### src/rtl/spu_mamulred_seq_pkg.sv
// Shared definitions for the SPU mul-reduce sequencer: one-hot state encoding,
// operation mode and the word-index width.
package spu_mamulred_seq_pkg;

    localparam int WORD_W = 6;

    typedef enum logic [5:0] {
        ST_IDLE = 6'b000001,
        ST_RDA  = 6'b000010,
        ST_RDB  = 6'b000100,
        ST_CHK  = 6'b001000,
        ST_SUB  = 6'b010000,
        ST_DONE = 6'b100000
    } mrs_state_e;

    typedef enum logic {
        MODE_ANOTEQB = 1'b0,
        MODE_AEQUB   = 1'b1
    } mrs_mode_e;

endpackage

### src/rtl/spu_mamrs_ctr.sv
// Word-pointer counter for the mul-reduce sequencer: synchronous clear,
// increment and compare against the latched operand length.
module spu_mamrs_ctr
    import spu_mamulred_seq_pkg::*;
(
    input  logic              clk,
    input  logic              rst,
    input  logic              clr,
    input  logic              inc,
    input  logic [WORD_W-1:0] len,
    output logic [WORD_W-1:0] ptr,
    output logic              at_len
);

    logic [WORD_W-1:0] ptr_d;
    logic [WORD_W-1:0] ptr_q;

    // Clear wins over increment so an abort never lets the pointer advance.
    always_comb begin
        ptr_d = ptr_q;
        if (clr) begin
            ptr_d = '0;
        end else if (inc) begin
            ptr_d = ptr_q + {{(WORD_W-1){1'b0}}, 1'b1};
        end
    end

    always_ff @(posedge clk or posedge rst) begin
        if (rst) begin
            ptr_q <= '0;
        end else begin
            ptr_q <= ptr_d;
        end
    end

    assign ptr    = ptr_q;
    assign at_len = (ptr_q == len);

endmodule

### src/rtl/spu_mamulred_seq.sv
// Mul-reduce sequencer: steps operand reads for A*A or A*B, then an optional
// subtract-N pass, and pulses red_done on completion.
module spu_mamulred_seq
    import spu_mamulred_seq_pkg::*;
(
    input  logic       rclk,
    input  logic       reset,
    input  logic       se,
    input  logic       spu_maexp_start_mulred_aequb,
    input  logic       spu_maexp_start_mulred_anoteqb,
    input  logic       spu_mactl_kill_op,
    input  logic       spu_mactl_stxa_force_abort,
    input  logic [5:0] spu_maaddr_len_m1,
    input  logic       spu_madp_m_ge_n,
    output logic       spu_mamrs_memren,
    output logic       spu_mamrs_rd_a,
    output logic       spu_mamrs_rd_b,
    output logic       spu_mamrs_mul_en,
    output logic       spu_mamrs_sub_wen,
    output logic [5:0] spu_mamrs_word_ptr,
    output logic       spu_mared_red_done,
    output logic       spu_mamrs_busy
);

    mrs_state_e        state_d, state_q;
    mrs_mode_e         mode_d, mode_q;
    logic [WORD_W-1:0] len_d, len_q;
    logic              ctr_clr;
    logic              ctr_inc;
    logic              at_len;
    logic              abort;
    logic              unused_se;

    assign unused_se = se;
    assign abort     = spu_mactl_kill_op | spu_mactl_stxa_force_abort;

    spu_mamrs_ctr u_ctr (
        .clk    (rclk),
        .rst    (reset),
        .clr    (ctr_clr),
        .inc    (ctr_inc),
        .len    (len_q),
        .ptr    (spu_mamrs_word_ptr),
        .at_len (at_len)
    );

    always_comb begin
        state_d = state_q;
        mode_d  = mode_q;
        len_d   = len_q;
        ctr_clr = 1'b0;
        ctr_inc = 1'b0;
        if (abort) begin
            state_d = ST_IDLE;
            ctr_clr = 1'b1;
        end else begin
            unique case (state_q)
                ST_IDLE: begin
                    if (spu_maexp_start_mulred_aequb || spu_maexp_start_mulred_anoteqb) begin
                        mode_d  = spu_maexp_start_mulred_aequb ? MODE_AEQUB : MODE_ANOTEQB;
                        len_d   = spu_maaddr_len_m1;
                        ctr_clr = 1'b1;
                        state_d = ST_RDA;
                    end
                end
                ST_RDA: begin
                    if (mode_q == MODE_ANOTEQB) begin
                        state_d = ST_RDB;
                    end else if (at_len) begin
                        state_d = ST_CHK;
                    end else begin
                        ctr_inc = 1'b1;
                    end
                end
                ST_RDB: begin
                    if (at_len) begin
                        state_d = ST_CHK;
                    end else begin
                        ctr_inc = 1'b1;
                        state_d = ST_RDA;
                    end
                end
                ST_CHK: begin
                    ctr_clr = 1'b1;
                    state_d = spu_madp_m_ge_n ? ST_SUB : ST_DONE;
                end
                ST_SUB: begin
                    if (at_len) begin
                        state_d = ST_DONE;
                    end else begin
                        ctr_inc = 1'b1;
                    end
                end
                ST_DONE: begin
                    ctr_clr = 1'b1;
                    state_d = ST_IDLE;
                end
                default: begin
                    ctr_clr = 1'b1;
                    state_d = ST_IDLE;
                end
            endcase
        end
    end

    always_ff @(posedge rclk or posedge reset) begin
        if (reset) begin
            state_q <= ST_IDLE;
            mode_q  <= MODE_AEQUB;
            len_q   <= '0;
        end else begin
            state_q <= state_d;
            mode_q  <= mode_d;
            len_q   <= len_d;
        end
    end

    // Outputs decode only the state register, so reset drops them at once.
    always_comb begin
        spu_mamrs_memren   = (state_q == ST_RDA) || (state_q == ST_RDB) || (state_q == ST_SUB);
        spu_mamrs_rd_a     = (state_q == ST_RDA);
        spu_mamrs_rd_b     = (state_q == ST_RDB);
        spu_mamrs_mul_en   = (state_q == ST_RDA) || (state_q == ST_RDB);
        spu_mamrs_sub_wen  = (state_q == ST_SUB);
        spu_mared_red_done = (state_q == ST_DONE);
        spu_mamrs_busy     = (state_q != ST_IDLE);
    end

endmodule

### config.mk
export PLATFORM = sky130hd
export DESIGN_NAME = spu_mamulred_seq
export DESIGN_NICKNAME = d
export VERILOG_FILES = /design/src/rtl/spu_mamulred_seq_pkg.sv /design/src/rtl/spu_mamrs_ctr.sv /design/src/rtl/spu_mamulred_seq.sv
export SDC_FILE = /design/constraint.sdc
export NUM_CORES = 1
export LEC_CHECK = 0
export ABC_AREA = 0
export CAP_MARGIN = 10
export CORE_UTILIZATION = 45
export DETAILED_ROUTE_END_ITERATION = 6
export PLACE_DENSITY = 0.78
export SLEW_MARGIN = 20
export SYNTH_ARGS = -nofsm -noshare
export SYNTH_HDL_FRONTEND = slang
export SYNTH_SLANG_ARGS = --single-unit
### constraint.sdc
create_clock -name rclk -period 2.1 [get_ports rclk]
set_clock_uncertainty 0.1 [all_clocks]
set_input_delay 0.42 -clock rclk [delete_from_list [all_inputs] [get_ports rclk]]
set_output_delay 0.42 -clock rclk [all_outputs]
set_load 0.005 [all_outputs]
==> insert_results.sql, run 1 <==
INSERT INTO impl_metrics (metric_group, metric, value, unit) VALUES
('run_status', 'outcome', 'finished with violations', ''),
('run_status', 'failed_checks', 'setup timing', ''),
('global_route', 'grt_first_pass_wirelength', '5950', 'um'),
('clock_tree', 'clock_sinks', '19', ''),
('sta', 'fin_crit_sh', '1.13', ''),
('floorplanning', 'design.die.area', '2940', 'um2'),
('cells_and_area', 'antenna-diode-count', '0', ''),
('power_and_ir_drop', 'clock_power_share', '0.212', ''),
('power_and_ir_drop', 'power_density', '431', 'nW/um2'),
('worst_setup_path', 'timing.setup.critical_path_class', 'flip-flop to primary output', ''),
('placement', 'post-dp-hpwl', '2310', 'um'),
('worst_setup_path', 'ordered_cell_list_for_the_critical_path', 'or4_4 > buf_4 > buf_6 > nor3b_4 > buf_2', ''),
('logic_synthesis', 'synth.distinct_cells', '41', ''),
('clock_tree', 'clk_pin_slew', '0.12', 'ns'),
('worst_hold_path', 'hold_class', 'input port to asynchronous set/reset pin', ''),
('clock_tree', 'cts_htree_levels', '1', ''),
('sta', 'finalSetupViolCount', '18', ''),
('power_and_ir_drop', 'share_comb_of_total_power', '0.319', ''),
('clock_tree', 'clock_latency', '0.31', 'ns'),
('routing', 'initialDrtViolationCount', '37', ''),
('floorplanning', 'fp.dieH', '54.3', 'um'),
('logic_synthesis', 'mappedNetlistArea', '1230', 'um2'),
('sta', 'layout_setup_ws', '-0.278', 'ns'),
('global_route', 'grt.total_usage', '0.300', ''),
('logic_synthesis', 'synth_enable_flop_cells', '0', ''),
('cells_and_area', 'post-route-cell-area', '2150', 'um2'),
('routing', 'route.detailed.drc', '0', ''),
('power_and_ir_drop', 'p_leak', '0.000913', 'uW'),
('power_and_ir_drop', 'seq_power_share', '0.469', ''),
('logic_synthesis', 'synth_top_cells_by_area', 'sky130_fd_sc_hd__dfrtp_1, sky130_fd_sc_hd__mux2_2, sky130_fd_sc_hd__mux2i_1', ''),
('clock_tree', 'tritoncts_clock_tree', 'built', ''),
('sta', 'max_slew_margin', '0.572', ''),
('power_and_ir_drop', 'internal_power', '633', 'uW'),
('routing', 'via_count', '1314', ''),
('cells_and_area', 'layout_commonest_cell', 'sky130_fd_sc_hd__buf_4', ''),
('logic_synthesis', 'synth.yosys.seq_area_share', '0.389', ''),
('run', 'drv.max_cap_violation_count', '0', ''),
('power_and_ir_drop', 'net-switching-power', '293', 'uW'),
('logic_synthesis', 'synth_async_sr_flop_share', '1.00', ''),
('placement', 'post-place-cells', '195', ''),
('worst_setup_path', 'critPathMaxFanout', '2', ''),
('routing', 'ant_nets', '0', ''),
('logic_synthesis', 'ys_warn_count', '0', ''),
('global_route', 'grt_remaining_overflow', '0', ''),
('clock_tree', 'cts_hold_buf', '0', ''),
('placement', 'worst_setup_slack_post_dpl', '-0.282', 'ns'),
('worst_setup_path', 'worstPathRequired', '1.58', 'ns'),
('logic_synthesis', 'ys_dominant_reg_cell', 'sky130_fd_sc_hd__dfrtp_1', ''),
('power_and_ir_drop', 'maximum_vdd_drop', '0.546', 'mV'),
('logic_synthesis', 'netlist.area_leader.share', '0.346', ''),
('worst_setup_path', 'max_stage_delay', '0.56', 'ns'),
('cells_and_area', 'post_route_cells_drive_above_1_share', '0.532', ''),
('global_route', 'grt_pass1_vias', '1280', ''),
('sta', 'maxClockFrequency', '421', 'MHz'),
('sta', 'hold_fails_final_rpt', '0', ''),
('routing', 'avgRoutedWirePerCell', '19.2', 'um'),
('placement', 'routabilityCongestion', '0.934', ''),
('worst_setup_path', 'critical_path_buf_inv_count', '3', ''),
('cells_and_area', 'layoutNonFillerInstCount', '216', ''),
('floorplanning', 'floorplan.rows', '18', ''),
('logic_synthesis', 'synth_top_cell_by_area', 'sky130_fd_sc_hd__dfrtp_1', ''),
('global_route', 'grt_max_degree', '20', ''),
('worst_setup_path', 'critical_path.top_delay_family', 'simple AND/OR/NAND/NOR gates', ''),
('sta', 'setup_repair_after_global_routing_missed_its_margin', 'true', ''),
('clock_tree', 'clockBufferDepth', '2', ''),
('floorplanning', 'chipWidth', '54.3', 'um'),
('clock_tree', 'cts_made_buffers', '3', ''),
('cells_and_area', 'utilization', '0.851', ''),
('floorplanning', 'boundaryPins', '27', ''),
('logic_synthesis', 'syn_nets', '131', ''),
('floorplanning', 'initial_utilization', '0.487', '');
==> power by group through the flow <==
stage	sequential [uW]	clock, uW	combinational (uW)
floorplan	431	0	113
global placement	436	0	182
detailed placement	438	0	187
CTS	433	200	277
global route	439	217	313
finish	434	196	295
==> worst register-to-register path: cells and delay by family, from the launching register on <==
family	cells	cell delay, ns
and+or+nand+nor	3	0.74
buffers and inverters	4	0.48
DFF	1	0.44
muxes	1	0.30
==> cell type report <==
class                   instances  area (um2)  area share
clock buffers                   3        22.5      0.0105
clock inverters                 1        7.51     0.00350
inverters                       4        15.0     0.00700
multi-input cells              86         926       0.431
flip-flops and latches         19         478       0.223
well taps                      30        37.5      0.0175
repair buffers                 73         659       0.307
==> metrics by stage <==
stage	total power, uW	TNS [ns]	hold WS, ns
after floorplan	544	0	0.270
after global placement	618	-3.53	0.412
after detailed placement	625	-3.89	0.417
after CTS	910	-1.29	0.310
after global routing	969	-2.82	0.353
final	925	-1.59	0.308
==> path summary, 6_finish.rpt <==
path | cells after the start | endpoint | slack [ns] | start
setup / recovery | 5 | spu_mamrs_rd_b | -0.28 | state_q[0]$_DFFE_PP1P_
hold / removal | 3 | len_q[2]$_DFFE_PP0P_ | 0.31 | reset
setup reg to reg | 8 | len_q[1]$_DFFE_PP0P_ | -0.05 | state_q[2]$_DFFE_PP0P_
hold reg to reg | 1 | len_q[2]$_DFFE_PP0P_ | 0.45 | len_q[2]$_DFFE_PP0P_
max in group asynchronous | 3 | mode_q$_DFFE_PP1P_ | 1.33 | reset
min in group rclk | 1 | len_q[2]$_DFFE_PP0P_ | 0.45 | len_q[2]$_DFFE_PP0P_
==> cell families (layout without fill, tap and decap cells) <==
family | Yosys count | in the layout | share of synthesized area
simple gates | 35 | 35 | 0.185
compound gates | 28 | 28 | 0.188
flops | 19 | 19 | 0.389
mux | 14 | 14 | 0.121
buf+inv | 11 | 81 | 0.0489
xor+xnor | 8 | 8 | 0.0570
fa+ha+maj | 1 | 1 | 0.0102
==> registers in the layout, summed over array words and instances, names as in the netlist <==
| register | count |
|---|---|
| mode_q | 1 |
| len_q | 6 |
| state_q | 6 |
| u_ctr.ptr | 6 |
==> routing by layer <==
layer / vias up / GRT usage / part of all wire
met5: - / 0 / 0
met4: 0 / 0.162 / 0.028
met2: 70 / 0.575 / 0.56
li1: 584 / - / -
met1: 643 / 0.291 / 0.36
met3: 17 / 0.0667 / 0.055
==> synthesized netlist by cell type, types with 2 or more instances <==
cell,count
sky130_fd_sc_hd__buf_6,2
sky130_fd_sc_hd__nand2_1,4
sky130_fd_sc_hd__nor3_1,3
sky130_fd_sc_hd__clkbuf_1,2
sky130_fd_sc_hd__nor2_1,7
sky130_fd_sc_hd__mux2i_1,7
sky130_fd_sc_hd__o31ai_1,4
sky130_fd_sc_hd__dfrtp_1,17
sky130_fd_sc_hd__dfstp_2,2
sky130_fd_sc_hd__xor2_1,6
sky130_fd_sc_hd__nand3_1,2
sky130_fd_sc_hd__or4_4,2
sky130_fd_sc_hd__a21oi_1,2
sky130_fd_sc_hd__or3_1,2
sky130_fd_sc_hd__inv_1,4
sky130_fd_sc_hd__xnor2_1,2
sky130_fd_sc_hd__or2_2,3
sky130_fd_sc_hd__a2111oi_0,4
sky130_fd_sc_hd__buf_2,3
sky130_fd_sc_hd__mux2_2,7
sky130_fd_sc_hd__nor3b_1,5
sky130_fd_sc_hd__o311ai_0,7
==> repair_timing <==
item	4_1_cts	5_1_grt
pin swaps	12	7
endpoints found under the setup margin	24	25
buffers inserted	20	3
cloned	1	1
gates resized for setup	86	17
Power figures use the tool's default switching activity.
==> run 2, diff against run 1 <==
- CAP_MARGIN: 10 -> default
- HOLD_SLACK_MARGIN: default -> 0.1
==> results of run 2 <==
No change in the layout: final DEF, timing and power equal those of run 1.
==> run 3, diff against run 2 <==
- CORE_MARGIN: default -> 4
==> run 3 against run 2 <==
Against the previous run:
- the flow still finishes with violations (setup timing)
- sequential share of layout area increased by 1.3 points
- critical path depth unchanged
- sequential power about the same
- flip-flop and latch count unchanged
- combinational power decreased by 10%
- clock power about the same
- count of clock-buffer cells in the layout increased by 1
- critical path type unchanged
- highest routed layer unchanged
==> insert_results.sql, run 3 (synthesis results as in run 1) <==
INSERT INTO impl_metrics (metric_group, metric, value, unit) VALUES
('worst_setup_path', 'critical_path_source', 'state_q[5]$_DFFE_PP0P_', ''),
('placement', 'place.port_buffers', '25', ''),
('worst_setup_path', 'crit-reg2reg-capture', 'len_q[0]$_DFFE_PP0P_', ''),
('power_and_ir_drop', 'power_density', '441', 'nW/um2'),
('cells_and_area', 'nNetsFinal', '196', ''),
('worst_setup_path', 'r2r_start', 'state_q[5]$_DFFE_PP0P_', ''),
('routing', 'via_count', '1232', ''),
('worst_setup_path', 'critical_path_arrival', '1.81', 'ns'),
('cells_and_area', 'post-route-cell-area', '2020', 'um2'),
('clock_tree', 'clk_pin_slew', '0.11', 'ns'),
('worst_setup_path', 'endpoint', 'spu_mamrs_sub_wen', ''),
('routing', 'initialDrtViolationCount', '34', ''),
('clock_tree', 'clock_sinks', '19', ''),
('sta', 'max_slew_margin', '0.532', ''),
('cells_and_area', 'layout.cells.most_common_list', 'sky130_fd_sc_hd__buf_4, sky130_fd_sc_hd__clkdlybuf4s50_1, sky130_fd_sc_hd__dfrtp_1, sky130_fd_sc_hd__buf_6', ''),
('worst_hold_path', 'hold_class', 'input port to asynchronous set/reset pin', ''),
('sta', 'timing.final.max_slew_violations', '0', ''),
('worst_setup_path', 'rrSetupSlack', '-0.15', 'ns'),
('floorplanning', 'floorplan.rows', '18', ''),
('global_route', 'grt_pass1_vias', '1327', ''),
('run', 'drv.max_cap_violation_count', '0', ''),
('placement', 'routabilityCongestion', '0.815', ''),
('worst_setup_path', 'critical_path_buf_inv_count', '3', ''),
('floorplanning', 'chipWidth', '60.3', 'um'),
('sta', 'worst_slew_pin_tran', '0.699', 'ns'),
('worst_setup_path', 'timing.setup.critical_path_class', 'flip-flop to primary output', ''),
('clock_tree', 'clock-root-buffer', 'sky130_fd_sc_hd__clkbuf_4', ''),
('routing', 'finalWirelength', '3730', 'um'),
('floorplanning', 'design.die.area', '3630', 'um2'),
('global_route', 'grt.total_usage', '0.233', ''),
('routing', 'vias_per_cell', '5.87', ''),
('cells_and_area', 'post_route_cells_drive_above_1_share', '0.522', ''),
('worst_setup_path', 'crit_path_top_delay_cell', 'sky130_fd_sc_hd__or4_4', ''),
('worst_setup_path', 'worst-r2r-cell-count', '9', ''),
('worst_setup_path', 'critical_path.top_delay_family', 'simple AND/OR/NAND/NOR gates', ''),
('floorplanning', 'floorplan.core_area', '2540', 'um2'),
('placement', 'worst_setup_slack_post_dpl', '-0.271', 'ns'),
('clock_tree', 'clockBufferDepth', '2', ''),
('floorplanning', 'boundaryPins', '27', ''),
('routing', 'avgRoutedWirePerCell', '17.7', 'um'),
('clock_tree', 'tritoncts_clock_tree', 'built', ''),
('worst_setup_path', 'worstPathRequired', '1.58', 'ns'),
('global_route', 'antenna_found_initial', '0', ''),
('cells_and_area', 'layoutNonFillerInstCount', '210', ''),
('worst_setup_path', 'worst_setup_path_end_kind', 'primary output', ''),
('floorplanning', 'fp.dieH', '60.3', 'um'),
('sta', 'hold_fails_final_rpt', '0', ''),
('cells_and_area', 'layout_commonest_cell', 'sky130_fd_sc_hd__buf_4', ''),
('worst_setup_path', 'worst_setup_path_start_kind', 'flip-flop', ''),
('global_route', 'grt_remaining_overflow', '0', ''),
('worst_setup_path', 'critPathMaxFanout', '3', ''),
('power_and_ir_drop', 'maximum_vdd_drop', '0.430', 'mV'),
('run_status', 'outcome', 'finished with violations', ''),
('worst_setup_path', 'max_stage_delay', '0.54', 'ns'),
('run_status', 'failed_checks', 'setup timing', ''),
('sta', 'layout_setup_ws', '-0.232', 'ns'),
('sta', 'hold_slack', '0.321', 'ns'),
('placement', 'post-dp-hpwl', '2470', 'um'),
('cells_and_area', 'layout-area-overhead-vs-synth', '64.7', '%'),
('clock_tree', 'cts_made_buffers', '3', ''),
('placement', 'place_area', '1700', 'um2'),
('floorplanning', 'initial_utilization', '0.483', ''),
('cells_and_area', 'antenna-diode-count', '0', ''),
('worst_setup_path', 'ordered_cell_list_for_the_critical_path', 'or4_4 > nor3b_4 > buf_6 > buf_6 > buf_6', ''),
('sta', 'final.min_clock_period', '2.33', 'ns'),
('routing', 'route.detailed.drc', '0', ''),
('power_and_ir_drop', 'p_leak', '0.000858', 'uW'),
('routing', 'first_pass_iters', '4', ''),
('routing', 'ant_nets', '0', ''),
('global_route', 'grt_first_pass_wirelength', '6210', 'um'),
('worst_setup_path', 'worstSetupPathDepth', '5', ''),
('sta', 'fin_crit_sh', '1.11', ''),
('global_route', 'grt_max_degree', '20', ''),
('sta', 'maxClockFrequency', '429', 'MHz'),
('placement', 'post-place-cells', '195', ''),
('clock_tree', 'clock_latency', '0.30', 'ns'),
('sta', 'setup_repair_after_global_routing_missed_its_margin', 'true', ''),
('worst_setup_path', 'timing.critical_path.mode_cell', 'sky130_fd_sc_hd__buf_6', ''),
('clock_tree', 'cts_htree_levels', '1', ''),
('sta', 'finalSetupViolCount', '24', ''),
('cells_and_area', 'final.fill_count', '158', '');
run 3: cell count changes in the layout (fill, tap and decap cells not counted), sizes merged:
cell,change
buf,-6
clkbuf,+1
clkinvlp,-1
run 3: area by class of cell:
cell class                 count  area [um2]  share of cell area
tap                           30        37.5              0.0186
sequential                    19         478               0.236
multi-input combinational     86         875               0.432
inverter                       4        15.0             0.00742
clock buffer                   4        26.3              0.0130
timing repair buffer          67         592               0.293
run 3: worst min-delay path by stage:
stage | start | to | slack [ns] | cells past startpoint
floorplan | reset | len_q[0]$_DFFE_PP0P_ | 0.27 | 1
global placement | len_q[2]$_DFFE_PP0P_ | len_q[2]$_DFFE_PP0P_ | 0.41 | 1
detailed placement | len_q[3]$_DFFE_PP0P_ | len_q[3]$_DFFE_PP0P_ | 0.42 | 1
CTS | reset | len_q[1]$_DFFE_PP0P_ | 0.32 | 3
global route | reset | u_ctr.ptr[2]$_DFFE_PP0P_ | 0.34 | 3
finish | reset | u_ctr.ptr[2]$_DFFE_PP0P_ | 0.32 | 3
run 3: metrics by stage:
stage | util | setup TNS (ns) | power (uW)
detailed placement | 0.670 | -4.05 | 630
CTS | 0.774 | -0.744 | 885
floorplan | - | 0 | 544
global placement | 0.670 | -3.36 | 617
global route | 0.795 | -4.23 | 936
finish | 0.795 | -2.27 | 892
run 3: per-layer routing:
metal  share of wire  up-vias  wire (um)  global-route usage
met5               0        -          0                   0
met1            0.38      604       1410               0.257
met2            0.55       49       2040               0.448
met3           0.058        6        217              0.0410
li1                -      573          -                   -
met4           0.015        0         55              0.0665
run 3: power by group:
group / internal, uW / switching, uW
combinational: 144 / 121
clock: 74.1 / 118
sequential: 406 / 28.4
total: 624 / 268
run 3: worst min-delay path, stage by stage:
cell	delay, ns
sky130_fd_sc_hd__clkdlybuf4s50_1	0.39
sky130_fd_sc_hd__inv_1	0.05
sky130_fd_sc_hd__buf_4	0.26
run 3: timing repair:
| action | CTS | global route |
|---|---|---|
| pin swaps | 14 | 10 |
| gates cloned | 1 | 0 |
| setup buffers | 11 | 2 |
| gates resized for setup | 71 | 16 |
| hold buffers | 0 | 0 |
| endpoints found under the setup margin | 21 | 26 |
